### src/rtl/cnn_pkg.sv
// Shared CNN definitions: sample width, feature-map collector states and
// the output-side helper used to size convolution feature maps.
package cnn_pkg;

  localparam int DATA_W = 13;

  typedef enum logic [1:0] {
    COLLECT = 2'd0,
    DRAIN   = 2'd1,
    DONE    = 2'd2
  } fmap_state_t;

  // Side length of a valid (no padding, stride 1) convolution output.
  function automatic int out_side(input int n, input int m);
    return n - m + 1;
  endfunction

endpackage

### src/rtl/fmap_buf.sv
// Feature-map storage: DEPTH x DW register array with one synchronous write
// port and one combinational read port. Out-of-range reads return zero and
// out-of-range writes are ignored, so the address may safely run one past
// the last entry.
module fmap_buf #(
  parameter int DEPTH = 16,
  parameter int DW    = 13,
  parameter int AW    = 5
) (
  input  logic          clk_i,
  input  logic          we_i,
  input  logic [AW-1:0] waddr_i,
  input  logic [DW-1:0] wdata_i,
  input  logic [AW-1:0] raddr_i,
  output logic [DW-1:0] rdata_o
);

  localparam int IW = (DEPTH > 1) ? $clog2(DEPTH) : 1;
  localparam logic [AW-1:0] DEPTH_A = AW'(DEPTH);

  logic [DW-1:0] mem_q [DEPTH];
  logic [IW-1:0] widx_s;
  logic [IW-1:0] ridx_s;

  assign widx_s = waddr_i[IW-1:0];
  assign ridx_s = raddr_i[IW-1:0];

  // Storage write; contents carry no reset since every map is rewritten.
  always_ff @(posedge clk_i) begin
    if (we_i && (waddr_i < DEPTH_A)) begin
      mem_q[widx_s] <= wdata_i;
    end
  end

  // Read mux with range guard.
  always_comb begin
    if (raddr_i < DEPTH_A) begin
      rdata_o = mem_q[ridx_s];
    end else begin
      rdata_o = {DW{1'b0}};
    end
  end

endmodule

### src/rtl/conv_fmap_collector.sv
// conv_fmap_collector: captures the conv engine's serial result stream into
// an O x O feature map (O = N-M+1), then replays it row-major on a
// valid/ready stream and raises done once the last element is taken.
// Optional build macro: CONV_RELU_EN -- clamp negative samples to zero at
// capture; when undefined, samples are stored and replayed bit-exact.
module conv_fmap_collector
  import cnn_pkg::*;
#(
  parameter int N  = 6,
  parameter int M  = 3,
  parameter int DW = DATA_W
) (
  input  logic          clk,
  input  logic          rst,
  input  logic [DW-1:0] in_data,
  input  logic          in_en,
  input  logic          clr,
  output logic [DW-1:0] m_data,
  output logic          m_valid,
  input  logic          m_ready,
  output logic          m_last,
  output logic          done,
  output logic          ovf
);

  localparam int O     = out_side(N, M);
  localparam int DEPTH = O * O;
  localparam int CW    = $clog2(DEPTH + 1);
  localparam logic [CW-1:0] LAST_IDX = CW'(DEPTH - 1);
  localparam logic [CW-1:0] ONE_C    = CW'(1);

  fmap_state_t   state_q, state_d;
  logic [CW-1:0] wr_cnt_q, wr_cnt_d;
  logic [CW-1:0] rd_cnt_q, rd_cnt_d;
  logic [DW-1:0] m_data_q, m_data_d;
  logic          m_valid_q, m_valid_d;
  logic          m_last_q, m_last_d;
  logic          done_q, done_d;
  logic          ovf_q, ovf_d;

  logic          we_s;
  logic [DW-1:0] wdata_s;
  logic [CW-1:0] rd_addr_s;
  logic [DW-1:0] rd_data_s;
  logic [DW-1:0] next_elem_s;

  // Capture-path value conditioning (optional ReLU).
  always_comb begin
`ifdef CONV_RELU_EN
    if (in_data[DW-1]) begin
      wdata_s = {DW{1'b0}};
    end else begin
      wdata_s = in_data;
    end
`else
    wdata_s = in_data;
`endif
  end

  // Buffer write enable: only while collecting, and clr discards the sample.
  always_comb begin
    if ((state_q == COLLECT) && in_en && !clr) begin
      we_s = 1'b1;
    end else begin
      we_s = 1'b0;
    end
  end

  // Pre-fetch address: element 0 while collecting, the following element while draining.
  always_comb begin
    if (state_q == DRAIN) begin
      rd_addr_s = rd_cnt_q + ONE_C;
    end else begin
      rd_addr_s = {CW{1'b0}};
    end
  end

  // Forward the sample being written when it is the one about to be presented.
  always_comb begin
    if (we_s && (wr_cnt_q == rd_addr_s)) begin
      next_elem_s = wdata_s;
    end else begin
      next_elem_s = rd_data_s;
    end
  end

  fmap_buf #(
    .DEPTH (DEPTH),
    .DW    (DW),
    .AW    (CW)
  ) u_buf (
    .clk_i   (clk),
    .we_i    (we_s),
    .waddr_i (wr_cnt_q),
    .wdata_i (wdata_s),
    .raddr_i (rd_addr_s),
    .rdata_o (rd_data_s)
  );

  // Control FSM next-state and registered-output logic.
  always_comb begin
    state_d   = state_q;
    wr_cnt_d  = wr_cnt_q;
    rd_cnt_d  = rd_cnt_q;
    m_data_d  = m_data_q;
    m_valid_d = m_valid_q;
    m_last_d  = m_last_q;
    done_d    = done_q;
    ovf_d     = ovf_q;
    if (clr) begin
      state_d   = COLLECT;
      wr_cnt_d  = {CW{1'b0}};
      rd_cnt_d  = {CW{1'b0}};
      m_data_d  = {DW{1'b0}};
      m_valid_d = 1'b0;
      m_last_d  = 1'b0;
      done_d    = 1'b0;
      ovf_d     = 1'b0;
    end else begin
      case (state_q)
        COLLECT: begin
          if (in_en) begin
            wr_cnt_d = wr_cnt_q + ONE_C;
            if (wr_cnt_q == LAST_IDX) begin
              state_d   = DRAIN;
              rd_cnt_d  = {CW{1'b0}};
              m_valid_d = 1'b1;
              m_data_d  = next_elem_s;
              m_last_d  = (LAST_IDX == {CW{1'b0}});
            end else begin
              state_d = COLLECT;
            end
          end else begin
            state_d = COLLECT;
          end
        end
        DRAIN: begin
          if (in_en) begin
            ovf_d = 1'b1;
          end else begin
            ovf_d = ovf_q;
          end
          if (m_valid_q && m_ready) begin
            rd_cnt_d = rd_cnt_q + ONE_C;
            if (m_last_q) begin
              state_d   = DONE;
              m_valid_d = 1'b0;
              m_last_d  = 1'b0;
              done_d    = 1'b1;
            end else begin
              m_data_d = next_elem_s;
              m_last_d = ((rd_cnt_q + ONE_C) == LAST_IDX);
            end
          end else begin
            rd_cnt_d = rd_cnt_q;
          end
        end
        DONE: begin
          if (in_en) begin
            ovf_d = 1'b1;
          end else begin
            ovf_d = ovf_q;
          end
        end
        default: begin
          state_d   = COLLECT;
          wr_cnt_d  = {CW{1'b0}};
          rd_cnt_d  = {CW{1'b0}};
          m_valid_d = 1'b0;
          m_last_d  = 1'b0;
          done_d    = 1'b0;
        end
      endcase
    end
  end

  // State, counters and registered outputs.
  always_ff @(posedge clk or negedge rst) begin
    if (!rst) begin
      state_q   <= COLLECT;
      wr_cnt_q  <= {CW{1'b0}};
      rd_cnt_q  <= {CW{1'b0}};
      m_data_q  <= {DW{1'b0}};
      m_valid_q <= 1'b0;
      m_last_q  <= 1'b0;
      done_q    <= 1'b0;
      ovf_q     <= 1'b0;
    end else begin
      state_q   <= state_d;
      wr_cnt_q  <= wr_cnt_d;
      rd_cnt_q  <= rd_cnt_d;
      m_data_q  <= m_data_d;
      m_valid_q <= m_valid_d;
      m_last_q  <= m_last_d;
      done_q    <= done_d;
      ovf_q     <= ovf_d;
    end
  end

  assign m_data  = m_data_q;
  assign m_valid = m_valid_q;
  assign m_last  = m_last_q;
  assign done    = done_q;
  assign ovf     = ovf_q;

endmodule

### config.mk
export PLATFORM = sky130hd
export DESIGN_NAME = conv_fmap_collector
export DESIGN_NICKNAME = d
export VERILOG_FILES = /design/src/rtl/cnn_pkg.sv /design/src/rtl/fmap_buf.sv /design/src/rtl/conv_fmap_collector.sv
export SDC_FILE = /design/constraint.sdc
export NUM_CORES = 1
export LEC_CHECK = 0
export ABC_AREA = 1
export ABC_CLOCK_PERIOD_IN_PS = 2200
export BUFFER_PORTS_ARGS = -buffer_cell sky130_fd_sc_hd__buf_2
export CELL_PAD_IN_SITES_DETAIL_PLACEMENT = 0
export CELL_PAD_IN_SITES_GLOBAL_PLACEMENT = 1
export CORE_MARGIN = 2
export CORE_UTILIZATION = 45
export CTS_CLUSTER_DIAMETER = 100
export DETAILED_ROUTE_END_ITERATION = 7
export PLACE_DENSITY = 0.81
export SLEW_MARGIN = 20
export SYNTH_ARGS = -nofsm -noshare
export SYNTH_HDL_FRONTEND = slang
export SYNTH_SLANG_ARGS = --single-unit
### constraint.sdc
create_clock -name clk -period 2.2 [get_ports clk]
set_input_delay 0.22 -clock clk [delete_from_list [all_inputs] [get_ports clk]]
set_output_delay 0.22 -clock clk [all_outputs]
set_load 0.05 [all_outputs]
==> out/metrics.csv, run 1 <==
metric;value;unit
status;finished, final reports clean;
clock transition at the registers of the reported paths;0.06;ns
synth warn;0;
die height;156;µm
global route overflow;0;
CTS Sinks;237;
Critical path buffers and inverters;3;
critical path arrival;2.49;ns
Pwr per Cell Area;1050;nW/µm²
cell taking the most area after synthesis;edfxtp_1;
Layout Area Growth over Synthesis;17.3;%
Clock Latency Late Sink;0.53;ns
chip width;156;µm
post-synth top area share;60.4;%
post-layout min period;2.08;ns
root buffer cell;clkbuf_16;
TritonCTS clock tree;done;
Netlist Area Pre-Place;10300;µm²
Unique masters post-synth;26;
Fmax;0.482;GHz
Top delay family on crit path;simple AND/OR/NAND/NOR gates;
initial drt markers;948;
clk_skew;0.0155;ns
vias per cell;5.58;
static leakage;4.83;nW
gp weighted congestion;0.871;
core box area;22600;µm²
Core Rows;55;
antenna violations before repair;0;
GRT Overall Usage;21.9;%
worst-margin pin slew;0.699;ns
Clock Path Buffers;3;
first-pass iteration count of the detailed router;5;
Post-Syn Area per Cell;10.8;µm²
Nets;1068;
layout cells sized above 1;15.3;%
number of synthesized register bits;237;
DRT Wirelength;26.4;mm
port bufs;34;
Ports;35;
Critical Path End Type;flip-flop;
crit-path cells;inv_4, ha_1, inv_2, nand2_2, buf_4, nand3_1, nand3_1, nand3_1, nand3_1, nand2_1, nand3_1, nand2_1;
first-pass GRT wire length;40.9;mm
cell mode on critical path;nand3_1;
Hold Startpoint;in_en;
largest net degree at the start of global routing;56;
Fillers;1920;
post-synthesis sequential area ratio;67.4;%
die footprint;24200;µm²
CP max-delay cell;dfrtp_2;
Worst setup SP type;flip-flop;
number of buffers created by CTS;25;
Cells after Synth;962;
Synth area leaders;edfxtp_1 60%, nand3_1 14%, nand2_1 7.9%;
Placed Instances;1292;
average routed wire per standard cell;19.6;µm
max_cap viols;0;
Post-DRT Antenna Nets;0;
diode count;0;
peak supply drop;0.000869;V
final period utilization;94.3;%
worst setup path category;reg2reg;
final hold vios;0;
Slew Viols, Final;0;
critical path required time;2.61;ns
Critical path origin;rd_cnt_q[0];
Initial Util;45.7;%
final setup fails;0;
crit-path max cell delay;0.41;ns
H-Tree Depth;1;
vias in the first global route;7209;
Final Non-Filler Cells;1344;
dpl hpwl;16.8;mm
Tightest Hold Check Type;in2reg;
setup TNS;0;ns
worst r2r src;rd_cnt_q[0];
Via Count;7498;
Crit Path Max Fanout;28;
DRC Markers;0;
post-synthesis net count;990;
RSZ-0062 raised after global routing;true;
Slew Limit Headroom;53.4;%
metal layers:
metal  up-vias  track usage, %  share of wire [%]
li1       3547               -                  -
met1      3622            31.2                 43
met2       279            35.4                 47
met3        50            3.11                6.7
met4         0            6.03                2.5
met5         -               0                  0
sequential cells by signal, indices dropped and copies added (netlist names):
signal,cells
state_q,2
done,1
ovf,1
m_data,13
rd_cnt_q,5
u_buf.mem_q,208
m_last,1
wr_cnt_q,5
m_valid,1
final timing paths:
| path | endpoint | slack (ns) | cells after the start |
|---|---|---|---|
| max | m_data[5] | 0.12 | 12 |
| min | ovf | 0.03 | 3 |
| max reg2reg | m_data[5] | 0.12 | 12 |
| min reg2reg | ovf | 0.49 | 2 |
| max in group asynchronous | rd_cnt_q[0] | 1.43 | 2 |
| min in group asynchronous | done | 0.29 | 2 |
report_power, final:
group | switching [W] | internal, W | total, W
Sequential | 0.000159 | 0.00513 | 0.00528
Clock | 0.00169 | 0.00235 | 0.00403
Combinational | 0.00239 | 0.00105 | 0.00344
Total | 0.00424 | 0.00852 | 0.0128
cell usage in the layout, fill, tap and decap left out, types with 2 or more instances in the layout:
| cell | n |
|---|---|
| clkinv_1 | 4 |
| nor2_1 | 48 |
| edfxtp_1 | 208 |
| clkinv_2 | 2 |
| nand4_1 | 21 |
| ha_1 | 9 |
| buf_6 | 3 |
| buf_12 | 10 |
| clkinvlp_4 | 3 |
| buf_2 | 35 |
| o21ai_0 | 6 |
| nand3_1 | 282 |
| clkbuf_8 | 4 |
| nand3_4 | 2 |
| clkbuf_1 | 6 |
| o22ai_1 | 8 |
| inv_1 | 50 |
| buf_4 | 57 |
| a21oi_1 | 7 |
| nand2_1 | 217 |
| nand2_2 | 4 |
| clkbuf_16 | 26 |
| inv_2 | 4 |
| dfrtp_1 | 28 |
kinds of logic (layout without fill, tap and decap cells):
group / count (synthesis) / after routing / share of synthesized area [%]
simple gates: 579 / 579 / 25.3
compound gates: 23 / 23 / 1.26
flops: 237 / 237 / 67.4
buf+inv: 113 / 210 / 4.91
fa+ha+maj: 10 / 10 / 1.21
tightest hold or removal path, stage by stage:
cell     delay, ns
buf_2         0.12
inv_1         0.07
o21ai_0       0.08
Yosys cell counts, drive strengths merged:
cell and instances:
inv 55, ha 10, o31ai 1, dfrtp 29, clkinv 1, nand2 222
buf 38, nand3 284, nor2 50, o22ai 8, o21ai 6, nand4 22
clkbuf 19, edfxtp 208, nor3 1, o211ai 1, a21oi 7
per-stage QoR:
stage | worst slack [ns] | total power, W | util, % | instance area, µm² | hold slack, ns
after floorplan | 0.0295 | 0.00762 | - | 10400 | -0.0756
after global placement | 0.0292 | 0.00868 | 49.6 | 11200 | 0.302
after detailed placement | 0.00186 | 0.00872 | 49.6 | 11200 | 0.314
after CTS | 0.0546 | 0.0127 | 53.2 | 12100 | 0.0288
after global routing | -0.0247 | 0.0133 | 53.6 | 12100 | 0.0687
final | 0.125 | 0.0128 | 53.6 | 12100 | 0.0289
area by class of cell:
type	instances	area [µm²]	share of cell area, %
flip-flops and latches	237	6970	57.4
multi-input cells	612	2920	24.0
repair buffers	108	887	7.31
clock buffers	35	703	5.79
well taps	285	357	2.94
inverters	56	213	1.75
clock inverters	11	91.3	0.752
what timing repair did:
| action | CTS | global route |
|---|---|---|
| resized for setup | 2 | 9 |
| endpoints found under the hold margin | 29 | 0 |
| setup buffers | 0 | 4 |
| pin swaps | 0 | 0 |
| cloned | 0 | 1 |
| hold buffers | 1 | 0 |
| setup endpoints to repair | 6 | 14 |
(Power assumes the default switching activity.)
==> run 2: changes to the inputs <==
--- a/config.mk
+++ b/config.mk
@@ -5,16 +5,16 @@
 export SDC_FILE = /design/constraint.sdc
 export NUM_CORES = 1
 export LEC_CHECK = 0
-export ABC_AREA = 1
+export ABC_AREA = 0
 export ABC_CLOCK_PERIOD_IN_PS = 2200
 export BUFFER_PORTS_ARGS = -buffer_cell sky130_fd_sc_hd__buf_2
 export CELL_PAD_IN_SITES_DETAIL_PLACEMENT = 0
 export CELL_PAD_IN_SITES_GLOBAL_PLACEMENT = 1
-export CORE_MARGIN = 2
-export CORE_UTILIZATION = 45
+export CORE_MARGIN = 8
+export CORE_UTILIZATION = 40
 export CTS_CLUSTER_DIAMETER = 100
 export DETAILED_ROUTE_END_ITERATION = 7
-export PLACE_DENSITY = 0.81
+export PLACE_DENSITY = 0.7
 export SLEW_MARGIN = 20
 export SYNTH_ARGS = -nofsm -noshare
 export SYNTH_HDL_FRONTEND = slang
==> run 2 against run 1 <==
The run now ends with negative setup slack left; synthesized cell count shrank 34%; largest power group unchanged; flip-flop and latch count is the same; register-to-register slack lost 0.26 ns.
==> out/metrics.csv, run 2 <==
metric;value;unit;change
Fmax;0.427;GHz;-11%
Core Rows;57;;+3.6%
Slew Viols, Final;0;;unchanged
Primary FF master, synth;edfxtp_1;;
post-layout min period;2.34;ns;+0.264 ns
Layout Area Growth over Synthesis;28.6;%;
CTS Sinks;237;;unchanged
GRT Overall Usage;16.8;%;-5.1 points
critical path arrival;2.75;ns;+0.26 ns
violated checks;negative setup slack;;
diode count;0;;unchanged
Clock Latency Late Sink;0.53;ns;about the same
global route overflow;0;;unchanged
cell taking the most area after synthesis;edfxtp_1;;
most common cell after layout, fill and taps aside;edfxtp_1;;
static leakage;4.33;nW;-10%
synth warn;0;;unchanged
chip width;173;µm;+11%
antenna violations before repair;1;;+1
first-pass iteration count of the detailed router;5;;unchanged
Commonest cells post-synth;208 x edfxtp_1, 32 x a221oi_1, 30 x nand2_1;;
Ports;35;;unchanged
Synth area leaders;edfxtp_1 63%, dfrtp_1 7.4%, mux4_2 4.8%;;
DRT Wirelength;25.8;mm;-2.2%
gp weighted congestion;0.768;;-12%
TritonCTS clock tree;done;;
final setup fails;13;;+13
RSZ-0062 raised after global routing;true;;
number of synthesized register bits;237;;unchanged
first-pass GRT wire length;38.8;mm;-5.0%
die footprint;29900;µm²;+23%
max FFs per register;208;;unchanged
max_cap viols;0;;unchanged
most frequent cells in the layout;208 x edfxtp_1, 56 x buf_4, 34 x buf_2;;
crit-path cells;ha_4, buf_4, xnor2_4, buf_4, mux2_2, o21ai_1, a41o_1, nand2_1, a221o_1;;
port bufs;34;;unchanged
Unique masters post-synth;52;;+100%
final hold vios;0;;unchanged
Crit Path Max Fanout;4;;-86%
crit-path max cell delay;0.44;ns;+0.03 ns
post-synthesis net count;659;;-33%
layout cells sized above 1;34.4;%;+19 points
worst-margin pin slew;0.735;ns;+0.0365 ns
critical path required time;2.61;ns;about the same
Via Count;6256;;-17%
largest net degree at the start of global routing;30;;-46%
Post-Syn Area per Cell;15.6;µm²;+45%
average routed wire per standard cell;23.7;µm;+21%
Initial Util;40.6;%;-5.1 points
Tightest Hold Check Type;in2reg;;
peak supply drop;0.000618;V;-29%
final worst slack;-0.140;ns;-0.264 ns
post-synth top area share;63.4;%;+3.0 points
post-synthesis sequential area ratio;70.8;%;+3.4 points
clk_skew;0.0102;ns;-0.00529 ns
number of buffers created by CTS;25;;unchanged
Nets;774;;-28%
final period utilization;106;%;+12 points
clock transition at the registers of the reported paths;0.06;ns;about the same
root buffer cell;clkbuf_16;;
Post-synth EDFFs;208;;unchanged
Clock Path Buffers;3;;unchanged
CP max-delay cell;dfrtp_2;;
cell mode on critical path;buf_4;;
Critical Path End Type;flip-flop;;
status;finished with violations;;
most frequent cell after synthesis;edfxtp_1;;
Critical path buffers and inverters;2;;-1
Cells after Synth;631;;-34%
Slew Limit Headroom;51.0;%;-2.4 points
dpl hpwl;15.4;mm;-8.0%
Worst setup SP type;flip-flop;;
Pwr per Cell Area;739;nW/µm²;-30%
Netlist Area Pre-Place;9850;µm²;-4.8%
DRC Markers;0;;unchanged
most flop-heavy register;u_buf.mem_q;;
die height;173;µm;+11%
initial drt markers;487;;-49%
Power, Total;0.00936;W;-27%
vias per cell;5.75;;+3.1%
worst setup path category;reg2reg;;
Post-DRT Antenna Nets;0;;unchanged
ys async rst share;12.2;%;unchanged
H-Tree Depth;1;;unchanged
core box area;24200;µm²;+7.1%
setup TNS;-0.845;ns;-0.845 ns
vias in the first global route;6395;;-11%
Top delay family on crit path;compound AO/OA/AOI/OAI gates;;
run 2: changes by cell type after synthesis, moves of 21 or more:
cell,previous run,this run
inv_1,51,7
nand2_1,218,30
nand3_1,282,18
nor2_1,49,27
a221oi_1,0,32
mux4_2,0,21
run 2: path summary, 6_finish.rpt:
check / start / slack (ns) / cells past startpoint / end
min in group asynchronous: rst / 0.28 / 2 / m_data[12]
hold / removal: in_en / 0.07 / 3 / state_q[0]
setup / recovery: rd_cnt_q[0] / -0.14 / 9 / m_data[3]
hold reg to reg: ovf / 0.52 / 2 / ovf
setup reg to reg: rd_cnt_q[0] / -0.14 / 9 / m_data[3]
max in group asynchronous: rst / 1.40 / 2 / rd_cnt_q[0]
run 2: worst reg2reg max path, cell delays in order (launching register included):
cell	delay, ns
dfrtp_2	0.44
ha_4	0.19
buf_4	0.16
xnor2_4	0.28
buf_4	0.17
mux2_2	0.32
o21ai_1	0.13
a41o_1	0.18
nand2_1	0.05
a221o_1	0.29
run 2: area by class of cell:
cell class,instances,area [µm²]
multi-input cells,342,3070
inverters,8,45.0
flip-flops and latches,237,6970
repair buffers,132,1350
fillers,1963,11600
clock inverters,14,180
well taps,324,405
clock buffers,31,648
run 2: metal layers:
layer  share of wire (%)  vias up  global-route usage [%]
met5               0.050        -                       0
met3                 6.8       44                    3.40
met4                 2.5        2                    4.46
met1                  42     3192                    22.1
met2                  49      235                    27.9
li1                    -     2783                       -
run 2: stage by stage:
step                setup slack [ns]  hold WS, ns  util, %  cell area (µm²)  std cells
finish                        -0.140       0.0705     52.3            12700       1088
global route                  -0.172       0.0647     52.3            12700       1088
CTS                           -0.132       0.0279     51.0            12400       1078
detailed placement            -0.339        0.326     46.4            11300       1022
global placement              -0.343        0.322     46.4            11300       1022
floorplan                     -0.183      -0.0756        -            10000        631
run 2: report_power, final:
part           internal [W]  switching [W]
sequential          0.00492     0.00000938
clock               0.00248        0.00174
combinational     0.0000706       0.000149
total               0.00747        0.00190
run 2: cell families (layout without fill, tap and decap cells):
family	Yosys count	after routing	share of synthesized area, %
buffers and inverters	52	185	2.22
adder cells (fa/ha/maj)	10	10	1.27
XOR/XNOR	7	7	0.622
AND/OR/NAND/NOR	141	141	7.42
multiplexers	36	36	6.55
AO/OA/AOI/OAI	148	148	11.2
flip-flops	237	237	70.8
run 2: timing repair:
action | 4_1_cts | 5_1_grt
hold buffers | 1 | 0
hold endpoints to repair | 29 | 0
endpoints found under the setup margin | 14 | 200
resized for setup | 29 | 48
cloned | 2 | 1
setup buffers | 8 | 10
pin swaps | 12 | 15
==> run 3: changes to the inputs <==
--- a/config.mk
+++ b/config.mk
@@ -15,6 +15,7 @@
 export CTS_CLUSTER_DIAMETER = 100
 export DETAILED_ROUTE_END_ITERATION = 7
 export PLACE_DENSITY = 0.7
+export RECOVER_POWER = 100
 export SLEW_MARGIN = 20
 export SYNTH_ARGS = -nofsm -noshare
 export SYNTH_HDL_FRONTEND = slang
==> run 3 against run 2 <==
The run ends with max-capacitance violations, max-slew violations, negative setup slack left; utilization down 0.21 points; clock power about the same; critical endpoint unchanged; sequential share of layout area up 0.22 points; flip-flop and latch count unchanged; register-to-register slack about the same.
==> out/metrics.csv, run 3 (synthesis gave the netlist of run 2 again) <==
metric;value;unit;change
crit-path max cell delay;0.44;ns;about the same
RSZ-0062 raised after global routing;true;;
worst setup path category;reg2reg;;
Fmax;0.429;GHz;+0.32%
vias per cell;5.75;;about the same
average routed wire per standard cell;23.8;µm;+0.22%
Critical Path End Type;flip-flop;;
clock share of power;45.0;%;about the same
worst-margin pin slew;1.81;ns;+1.07 ns
first-pass GRT wire length;38.8;mm;unchanged
Min Hold Slack;0.0712;ns;+0.000659 ns
CTS Sinks;237;;unchanged
Critical path buffers and inverters;2;;unchanged
Ports;35;;unchanged
final setup fails;60;;+47
Seq pwr share;52.6;%;about the same
violated checks;max-capacitance violations, max-slew violations, negative setup slack;;
vias in the first global route;6395;;unchanged
Initial Util;40.6;%;unchanged
Setup WS pre-CTS;-0.339;ns;unchanged
post-layout min period;2.33;ns;-0.00751 ns
most frequent cells in the layout;208 x edfxtp_1, 53 x buf_4, 36 x clkbuf_1;;
Slew Limit Headroom;-20.6;%;-72 points
Area after DPL;11300;µm²;unchanged
setup slack, reg-to-reg;-0.13;ns;about the same
antenna violations before repair;0;;-1
Placed Instances;1022;;unchanged
largest net degree at the start of global routing;30;;unchanged
gp weighted congestion;0.768;;unchanged
Tightest Hold Check Type;in2reg;;
GRT Overall Usage;16.8;%;unchanged
fin util;52.1;%;-0.21 points
initial drt markers;447;;-8.2%
Slew Viols, Final;30;;+30
port bufs;34;;unchanged
Final Non-Filler Cells;1088;;unchanged
Clock Latency Late Sink;0.53;ns;about the same
Pwr per Cell Area;742;nW/µm²;+0.41%
clk_skew;0.0102;ns;-0.0000296 ns
Worst setup SP type;flip-flop;;
NetSw;0.00190;W;+0.19%
CP max-delay cell;dfrtp_2;;
status;finished with violations;;
Clock Path Buffers;3;;unchanged
peak supply drop;0.000618;V;about the same
Power Internal;0.00747;W;about the same
Logic pwr share;2.3;%;about the same
Top delay family on crit path;compound AO/OA/AOI/OAI gates;;
final hold vios;0;;unchanged
cell mode on critical path;buf_4;;
max_cap viols;1;;+1
Crit Path Max Fanout;4;;unchanged
die footprint;29900;µm²;unchanged
design area;12600;µm²;-0.40%
dpl hpwl;15.4;mm;unchanged
Nets;774;;unchanged
core box area;24200;µm²;unchanged
diode count;0;;unchanged
clock transition at the registers of the reported paths;0.06;ns;about the same
Via Count;6253;;-0.048%
final period utilization;106;%;-0.34 points
final worst slack;-0.132;ns;+0.00751 ns
global route overflow;0;;unchanged
Post-DRT Antenna Nets;0;;unchanged
chip width;173;µm;unchanged
DRC Markers;0;;unchanged
first-pass iteration count of the detailed router;6;;+1
number of buffers created by CTS;25;;unchanged
H-Tree Depth;1;;unchanged
crit-path cells;ha_4, buf_4, xnor2_4, buf_4, mux2_2, o21ai_1, a41o_1, nand2_1, a221o_1;;
TritonCTS clock tree;done;;
critical path required time;2.61;ns;about the same
root buffer cell;clkbuf_16;;
most flop-heavy register;u_buf.mem_q;;
DRT Wirelength;25.8;mm;+0.22%
layout cells sized above 1;30.4;%;-4.1 points
max FFs per register;208;;unchanged
Sw Ratio;20.3;%;+0.036 points
Core Rows;57;;unchanged
critical path arrival;2.75;ns;about the same
most common cell after layout, fill and taps aside;edfxtp_1;;
die height;173;µm;unchanged
static leakage;4.22;nW;-2.6%
Layout Area Growth over Synthesis;28.1;%;
run 3: changes by cell type in the layout (fill, tap and decap cells not counted):
cell      change
buf_2        -30
clkbuf_1     +30
buf_4         -3
clkbuf_4      +3
ha_1          +1
ha_4          -1
run 3: cell type report:
class / instances / area (µm²)
clock buffer: 31 / 648
clock inverter: 14 / 180
fill: 1975 / 11600
inverter: 8 / 45.0
multi-input combinational: 342 / 3050
sequential: 237 / 6970
tap: 324 / 405
timing repair buffer: 132 / 1320
run 3: power groups by stage:
stage          sequential [W]  clock [W]  combinational (W)
2_1_floorplan         0.00502          0          0.0000719
3_3_place_gp          0.00502          0           0.000198
3_5_place_dp          0.00502          0           0.000207
4_1_cts               0.00493    0.00429           0.000212
5_1_grt               0.00493    0.00446           0.000237
6_report              0.00493    0.00422           0.000217
run 3: worst reg2reg max path, stage by stage, from the launching register on:
cell     delay, ns
dfrtp_2       0.44
ha_4          0.19
buf_4         0.16
xnor2_4       0.28
buf_4         0.17
mux2_2        0.32
o21ai_1       0.13
a41o_1        0.18
nand2_1       0.05
a221o_1       0.29
run 3: timing repair:
| item | 4_1_cts | 5_1_grt |
|---|---|---|
| setup buffers | 8 | 10 |
| endpoints found under the hold margin | 29 | 0 |
| cloned | 2 | 1 |
| endpoints found under the setup margin | 14 | 200 |
| gates resized for setup | 29 | 48 |
| hold buffers | 1 | 0 |
| pin swaps | 12 | 15 |
run 3: final timing paths:
kind	startpoint	to	cells after the start
worst max-delay path	rd_cnt_q[0]	m_data[3]	9
worst min-delay path	in_en	state_q[0]	3
worst max register to register	rd_cnt_q[0]	m_data[3]	9
worst min register to register	ovf	ovf	2
max in group asynchronous	rst	rd_cnt_q[0]	2
min in group asynchronous	rst	m_data[12]	2
run 3: stage by stage:
stage | TNS, ns | total power [W]
global placement | -2.74 | 0.00522
detailed placement | -2.88 | 0.00523
CTS | -1.29 | 0.00943
finish | -2.06 | 0.00936
global route | -19.33 | 0.00963
floorplan | -2.24 | 0.00510
run 3: routing by layer:
metal  wire, µm  GRT usage [%]  vias up
li1           -              -     2789
met1      10800           22.1     3174
met2      12600           27.9      247
met3       1740           3.40       43
met4        629           4.46        0
met5          0              0        -
